==> src/rtl/lsu_mem_initiator.sv <==
// rtl/lsu_mem_initiator.sv - core load/store to word-memory initiator with sub-word RMW
module lsu_mem_initiator #(
  parameter int MEM_WORDS = 64
) (
  input  logic        clk,
  input  logic        rst_n,
  input  logic        req_valid,
  output logic        req_ready,
  input  logic        req_we,
  input  logic [2:0]  req_funct3,
  input  logic [31:0] req_addr,
  input  logic [31:0] req_wdata,
  output logic        rsp_valid,
  output logic [31:0] rsp_rdata,
  output logic        rsp_err,
  output logic [31:0] mem_addr,
  output logic        mem_we,
  output logic [31:0] mem_wdata,
  input  logic [31:0] mem_rdata
);

  localparam logic [31:0] ADDR_LIMIT = 32'(MEM_WORDS * 4);

  typedef enum logic [1:0] {IDLE, ACCESS, MERGE, RESP} state_t;

  state_t      state, state_next;
  logic        we_q;
  logic [2:0]  f3_q;
  logic [31:0] addr_q;
  logic [31:0] wdata_q;
  logic [31:0] old_q;
  logic [31:0] rdata_q;
  logic        err_q;

  logic        accept;
  logic        req_err;
  logic        misalign;
  logic        bad_f3;
  logic        out_of_range;
  logic [31:0] shifted;
  logic [15:0] half_sel;
  logic [31:0] load_val;
  logic [4:0]  lane_sh;
  logic [31:0] lane_mask;
  logic [31:0] lane_data;
  logic [31:0] merged;

  assign accept = req_valid & req_ready;

  // Request legality is judged on the live inputs so the accept edge can route straight to RESP.
  always_comb begin
    misalign = ((req_funct3[1:0] == 2'b01) && req_addr[0]) ||
               ((req_funct3[1:0] == 2'b10) && (req_addr[1:0] != 2'b00));
    if (req_we)
      bad_f3 = !(req_funct3 inside {3'b000, 3'b001, 3'b010});
    else
      bad_f3 = (req_funct3 inside {3'b011, 3'b110, 3'b111});
    out_of_range = (req_addr >= ADDR_LIMIT);
    req_err      = misalign | bad_f3 | out_of_range;
  end

  always_comb begin
    shifted  = mem_rdata >> {addr_q[1:0], 3'b000};
    half_sel = addr_q[1] ? mem_rdata[31:16] : mem_rdata[15:0];
    case (f3_q[1:0])
      2'b00:   load_val = f3_q[2] ? {24'h0, shifted[7:0]} : {{24{shifted[7]}}, shifted[7:0]};
      2'b01:   load_val = f3_q[2] ? {16'h0, half_sel} : {{16{half_sel[15]}}, half_sel};
      default: load_val = mem_rdata;
    endcase
  end

  // Byte/half replacement uses a shifted lane mask so one expression covers sb and sh.
  always_comb begin
    if (f3_q[1:0] == 2'b00) begin
      lane_sh   = {addr_q[1:0], 3'b000};
      lane_mask = 32'h0000_00ff << lane_sh;
      lane_data = {24'h0, wdata_q[7:0]} << lane_sh;
    end else begin
      lane_sh   = {addr_q[1], 4'b0000};
      lane_mask = 32'h0000_ffff << lane_sh;
      lane_data = {16'h0, wdata_q[15:0]} << lane_sh;
    end
    merged = (old_q & ~lane_mask) | (lane_data & lane_mask);
  end

  always_ff @(posedge clk or negedge rst_n) begin
    if (!rst_n)
      state <= IDLE;
    else
      state <= state_next;
  end

  always_comb begin
    state_next = state;
    case (state)
      IDLE:    if (accept) state_next = req_err ? RESP : ACCESS;
      ACCESS:  state_next = (we_q && (f3_q != 3'b010)) ? MERGE : RESP;
      MERGE:   state_next = RESP;
      RESP:    state_next = IDLE;
      default: state_next = IDLE;
    endcase
  end

  // Write enable comes from state alone so core-side input changes never glitch it.
  always_comb begin
    req_ready = (state == IDLE);
    rsp_valid = (state == RESP);
    mem_we    = 1'b0;
    mem_wdata = 32'h0;
    if (state == MERGE) begin
      mem_we    = 1'b1;
      mem_wdata = merged;
    end else if ((state == ACCESS) && we_q && (f3_q == 3'b010)) begin
      mem_we    = 1'b1;
      mem_wdata = wdata_q;
    end
  end

  assign mem_addr  = {addr_q[31:2], 2'b00};
  assign rsp_rdata = rdata_q;
  assign rsp_err   = err_q;

  always_ff @(posedge clk or negedge rst_n) begin
    if (!rst_n) begin
      we_q    <= 1'b0;
      f3_q    <= 3'b000;
      addr_q  <= 32'h0;
      wdata_q <= 32'h0;
      old_q   <= 32'h0;
      rdata_q <= 32'h0;
      err_q   <= 1'b0;
    end else begin
      if (accept) begin
        we_q    <= req_we;
        f3_q    <= req_funct3;
        addr_q  <= req_addr;
        wdata_q <= req_wdata;
        rdata_q <= 32'h0;
        err_q   <= req_err;
      end else if (state == ACCESS) begin
        if (we_q)
          old_q <= mem_rdata;
        else
          rdata_q <= load_val;
      end
    end
  end

endmodule

==> config.mk <==
export PLATFORM = sky130hd
export DESIGN_NAME = lsu_mem_initiator
export DESIGN_NICKNAME = d
export VERILOG_FILES = /design/src/rtl/lsu_mem_initiator.sv
export SDC_FILE = /design/constraint.sdc
export NUM_CORES = 1
export LEC_CHECK = 0
export ABC_AREA = 1
export BUFFER_PORTS_ARGS = -buffer_cell sky130_fd_sc_hd__buf_2
export CAP_MARGIN = 15
export CORE_MARGIN = 3
export CORE_UTILIZATION = 25
export DETAILED_ROUTE_END_ITERATION = 12
export PLACE_DENSITY = 0.42
export SLEW_MARGIN = 20
export SYNTH_ARGS = -nofsm -noshare
export SYNTH_HDL_FRONTEND = slang
export SYNTH_SLANG_ARGS = --single-unit
==> constraint.sdc <==
create_clock -name clk -period 2.1 [get_ports clk]
set_input_delay 0.315 -clock clk [delete_from_list [all_inputs] [get_ports clk]]
set_output_delay 0.315 -clock clk [all_outputs]
set_load 0.01 [all_outputs]
# After elaboration in Yosys (flattened, before gate mapping)
# Index checks and enable logic that the tools add are counted.
[word_totals] in_bits=103 elab_cells=71 regBits=135 output_inout_bits=100
[classes] magnitude_cmp=1 shift=5 eq_ne=15 n_bitwise=8 reduce_logical=16 muxes=18
[op_table] operator="$mux 32" count=9
[op_table] operator="$and 32x32->32" count=2
[op_table] operator="$pmux 32 s2" count=1
[op_table] operator="$ge 32x9->1 const B" count=1
[op_table] operator="$not 32->32" count=1
[op_table] operator="$or 32x32->32" count=1
[op_table] operator="$shl 16x5->32" count=1
[op_table] operator="$shl 16x5->32 const A" count=1
[op_table] operator="$shl 8x5->32" count=1
[op_table] operator="$shl 8x5->32 const A" count=1
[op_table] operator="$shr 32x5->8" count=1
[op_table] operator="$mux 16" count=1
[op_table] operator="$eq 3x2->1 const B" count=3
[op_table] operator="$pmux 2 s4" count=1
[op_table] operator="$eq 2x1->1 const B" count=3
[op_table] operator="$eq 2x2->1 const B" count=3
[op_table] operator="$eq 3x3->1 const B" count=2
[op_table] operator="$reduce_bool 3->1" count=2
[op_table] operator="$logic_and 1x1->1" count=5
[op_table] operator="$logic_not 2->1" count=2
[op_table] operator="$mux 1" count=4
[op_table] operator="$mux 2" count=2
[op_table] operator="$ne 2x1->1 const B" count=2
[op_table] operator="$reduce_bool 2->1" count=2
[op_table] operator="10 further kinds" count=11

# Longest topological paths before layout
[depth] word_depth=9 ltp_mapped=11 ltp_nobuf=9

# Worst setup path after synthesis
# No wires, ideal clock.
[synth_timing] path_kind="flip-flop to output port" start="register state[1]" end="output mem_wdata[0]" setup_slack_ns=0.186 path_buffers=0 path_stages_with_launch=7 t_arrival_ns=1.599 required_ns=1.785 cell_sequence="dfrtp_1 -> inv_1 -> ha_1 -> nand2_1 -> o21ai_0 -> nand2_1 -> o21ai_0"
[synth_via] elab_chain_cells=5 elab_cells_between_ends=6 cone_classes="eq/ne (2); mux (2); reduce/logical (2)"
[synth_lines] element="start, declared" line="26" source="state_t state, state_next;"
[synth_lines] element="start signal, assigned" line="90" source="state <= state_next;"
[synth_lines] element="$eq 2x1->1" line="113" source="end else if ((state == ACCESS) && we_q && (f3_q == 3'b010)) begin"
[synth_lines] element="$logic_and 1x1->1 (2 in a row)" line="113"
[synth_lines] element="$mux 32" line="113"
[synth_lines] element="$mux 32 (*)" line="110" source="if (state == MERGE) begin"
[synth_lines] element="end, declared" line="18" source="output logic [31:0] mem_wdata,"
# Mark *: on every way between the ends. The rest lies on a longest branch, timed or not.

# Worst setup path in the final report
# Ends and elaborated chain as after synthesis.

==> flow_metrics.py <==
metrics = {
    "logic_synthesis": {
        "async_flop_share_pct": 100.0,
        "synth_most_common_cell": "nand2_1",
        "syn_inst": 912,
        "synth_edf_count": 0,
        "yosysTopAreaCellShare_pct": 49.18,
        "synth_flop_cell": "dfrtp_1",
        "synth_area_leaders": "dfrtp_1 (49%), nand2_1 (20%), o21ai_0 (9.8%), inv_1 (4.1%), buf_4 (3.5%)",
        "syn_area_per_cell_sq_um": 7.532,
        "synth_warnings": 0,
        "synth-seq-area-share_pct": 49.18,
        "yosysUniqueCellTypes": 29,
        "yosys.area.top_type": "dfrtp_1",
        "synth_common_cells": "nand2_1 (359), dfrtp_1 (135), o21ai_0 (134), inv_1 (75), buf_4 (32)",
        "ys_ff_latch": 135,
        "syn-cell-area_sq_mm": 0.006869,
    },
    "clocking": {
        "cts_root_buf": "clkbuf_16",
        "cts_tree": "yes",
        "cts_buffer_depth": 2,
        "path_clk_slew_ns": 0.07,
        "numCtsBuffers": 17,
        "cts_sinks": 135,
        "clk_latency_ns": 0.44,
        "h-tree-depth": 4,
    },
    "timing": {
        "timing.fmax_ghz": 0.4533,
        "worst_pin_slew_ns": 0.5248,
        "setup_ws_ns": -0.1059,
        "rsz0062_at_grt": "yes",
        "finalCritPeriodShare_pct": 105.0,
        "final-hold-violation-count": 0,
        "drv_slew": 0,
        "setup_violations": 29,
        "skew_ns": 0.01779,
        "fin_tns_setup_ns": -1.080,
        "worst_slew_margin_rel_pct": 65.01,
        "timing.final.crit_period_ns": 2.206,
    },
    "power": {
        "p_leak_nw": 5.095,
        "powerDensity_mw_per_mm2": 1573,
        "vdd_drop_max_v": 0.0007189,
    },
    "final_layout": {
        "drive_above_1_share_pct": 36.02,
        "area_delta_synth_final_pct": 39.22,
        "nets": 1210,
        "antenna_cells": 0,
        "fin_cells": 1457,
    },
    "status": {
        "status": "complete, but fails checks",
        "violations": "setup timing",
    },
    "min_path": {
        "min_path_type": "in -> reg",
        "holdPathStages": 3,
    },
    "setup_path": {
        "worst_setup_path_start_kind": "register",
        "end_kind": "output port",
        "setup.worst_path.class": "reg -> out",
        "crit_required_ns": 1.78,
        "ff2ff_path_depth": 9,
        "cp_data_arrival_time_ns": 1.89,
        "worst-path-max-fanout": 17,
    },
    "die": {
        "start_util_pct": 25.49,
        "pin_count": 203,
        "core_sq_mm": 0.02695,
        "die_w_um": 171.8,
        "die_area_sq_mm": 0.02950,
        "placement_rows": 60,
        "die_y_um": 171.8,
    },
    "drt": {
        "drt-vias-per-instance": 4.473,
        "drc": 0,
        "drtPass1Iterations": 5,
        "avgRoutedWirePerCell_um": 17.28,
        "drtIter0Drc": 380,
        "wirelength_um": 25180,
        "vias": 6517,
        "antenna_left": 0,
    },
    "placement": {
        "hpwl_um": 18490,
        "gp_congestion": 0.7991,
        "post-place-cells": 1404,
        "numPortBuffers": 200,
    },
    "job": {
        "drv_cap": 0,
    },
    "global_routing": {
        "grt_first_pass_wirelength_um": 38450,
        "first_global_vias": 6481,
        "grtUsageTotal_pct": 17.29,
        "grt_overflow_total": 0,
        "grt_max_degree": 65,
        "antenna_found_initial": 4,
    },
}
[final timing paths]
kind | start | endpoint | slack, ns
max | state[1]$_DFFE_PN0P_ | mem_wdata[0] | -0.11
min | req_wdata[19] | wdata_q[19]$_DFFE_PN0P_ | 0.08
max reg2reg | f3_q[1]$_DFFE_PN0P_ | rsp_rdata[1]$_DFFE_PN0P_ | 0.18
min reg2reg | rsp_rdata[0]$_DFFE_PN0P_ | rsp_rdata[0]$_DFFE_PN0P_ | 0.47
max in group asynchronous | rst_n | rsp_rdata[7]$_DFFE_PN0P_ | 1.06
min in group asynchronous | rst_n | rsp_rdata[22]$_DFFE_PN0P_ | 0.38
[repair_timing]
item / CTS / global route
hold buffers: 1 / 0
setup buffers: 15 / 2
endpoints found under the setup margin: 32 / 32
pin swaps: 25 / 14
cloned: 3 / 1
resized for setup: 156 / 60
hold endpoints to repair: 46 / 0
[cells by family after synthesis]
group / share of synthesized area [%]
AO/OA/AOI/OAI: 13.48
adder cells (fa/ha/maj): 0.7286
buffers and inverters: 10.46
flip-flops: 49.18
other: 0.05459
AND/OR/NAND/NOR: 26.10
[stage by stage]
stage	cell area (sq um)	worst slack, ns	power [W]	utilization [%]	hold WS [ns]
after global placement	8160	0.01964	0.01057	30.28	0.3089
after global routing	9563	-0.1563	0.01626	35.48	0.07221
after floorplan	6873	0.1864	0.008296	-	0.01941
after CTS	9324	-0.07116	0.01484	34.60	0.06785
final	9563	-0.1059	0.01504	35.48	0.07959
after detailed placement	8160	-0.04619	0.01056	30.28	0.3070
[registers in the layout, summed over array words and instances (netlist names)]
register and flops:
addr_q 32, old_q 32, rsp_rdata 32, wdata_q 32, f3_q 3, state 2, rsp_err 1, we_q 1
[area by class of cell]
cell class | count | area, sq um
fill | 2921 | 17390
clock buffer | 17 | 425.4
multi-input combinational | 626 | 3298
tap | 341 | 426.7
clock inverter | 15 | 156.4
timing repair buffer | 244 | 1558
sequential | 135 | 3381
inverter | 79 | 317.8
[placed cells by master (no fill, tap or decap), drive strengths merged]
| master | n |
|---|---|
| clkinv | 2 |
| bufinv | 1 |
| nor2 | 32 |
| o21a | 7 |
| buf | 242 |
| dlygate4sd3 | 1 |
| o211ai | 7 |
| ha | 4 |
| clkbuf | 18 |
| nand3 | 26 |
| nand4 | 3 |
| inv | 87 |
| conb | 2 |
| o21ai | 137 |
| dfrtp | 135 |
| nor3 | 8 |
| a21oi | 27 |
| or2 | 7 |
| clkinvlp | 4 |
| nand2 | 366 |
[power breakdown]
part / internal [W] / leakage (nW) / switching, W
sequential: 0.00372 / 1.71 / 0.000859
combinational: 0.00286 / 3.11 / 0.00456
clock: 0.00168 / 0.278 / 0.00136
[worst max-delay path, stage by stage (launching register included)]
cell	delay [ns]
dfrtp_1	0.38
buf_4	0.15
ha_4	0.18
buf_12	0.16
nand2_2	0.12
nand2_8	0.10
o21ai_2	0.19
buf_2	0.17
[routing by layer]
metal  vias to the layer above  global-route usage [%]  wire length [um]
li1                       3238                       -                 -
met1                      3045                   24.80             12060
met2                       193                   26.49             11120
met3                        33                   3.585              1499
met4                         8                   4.721               440
met5                         -                       0                51
No activity file was read; power rests on OpenSTA's default activity.
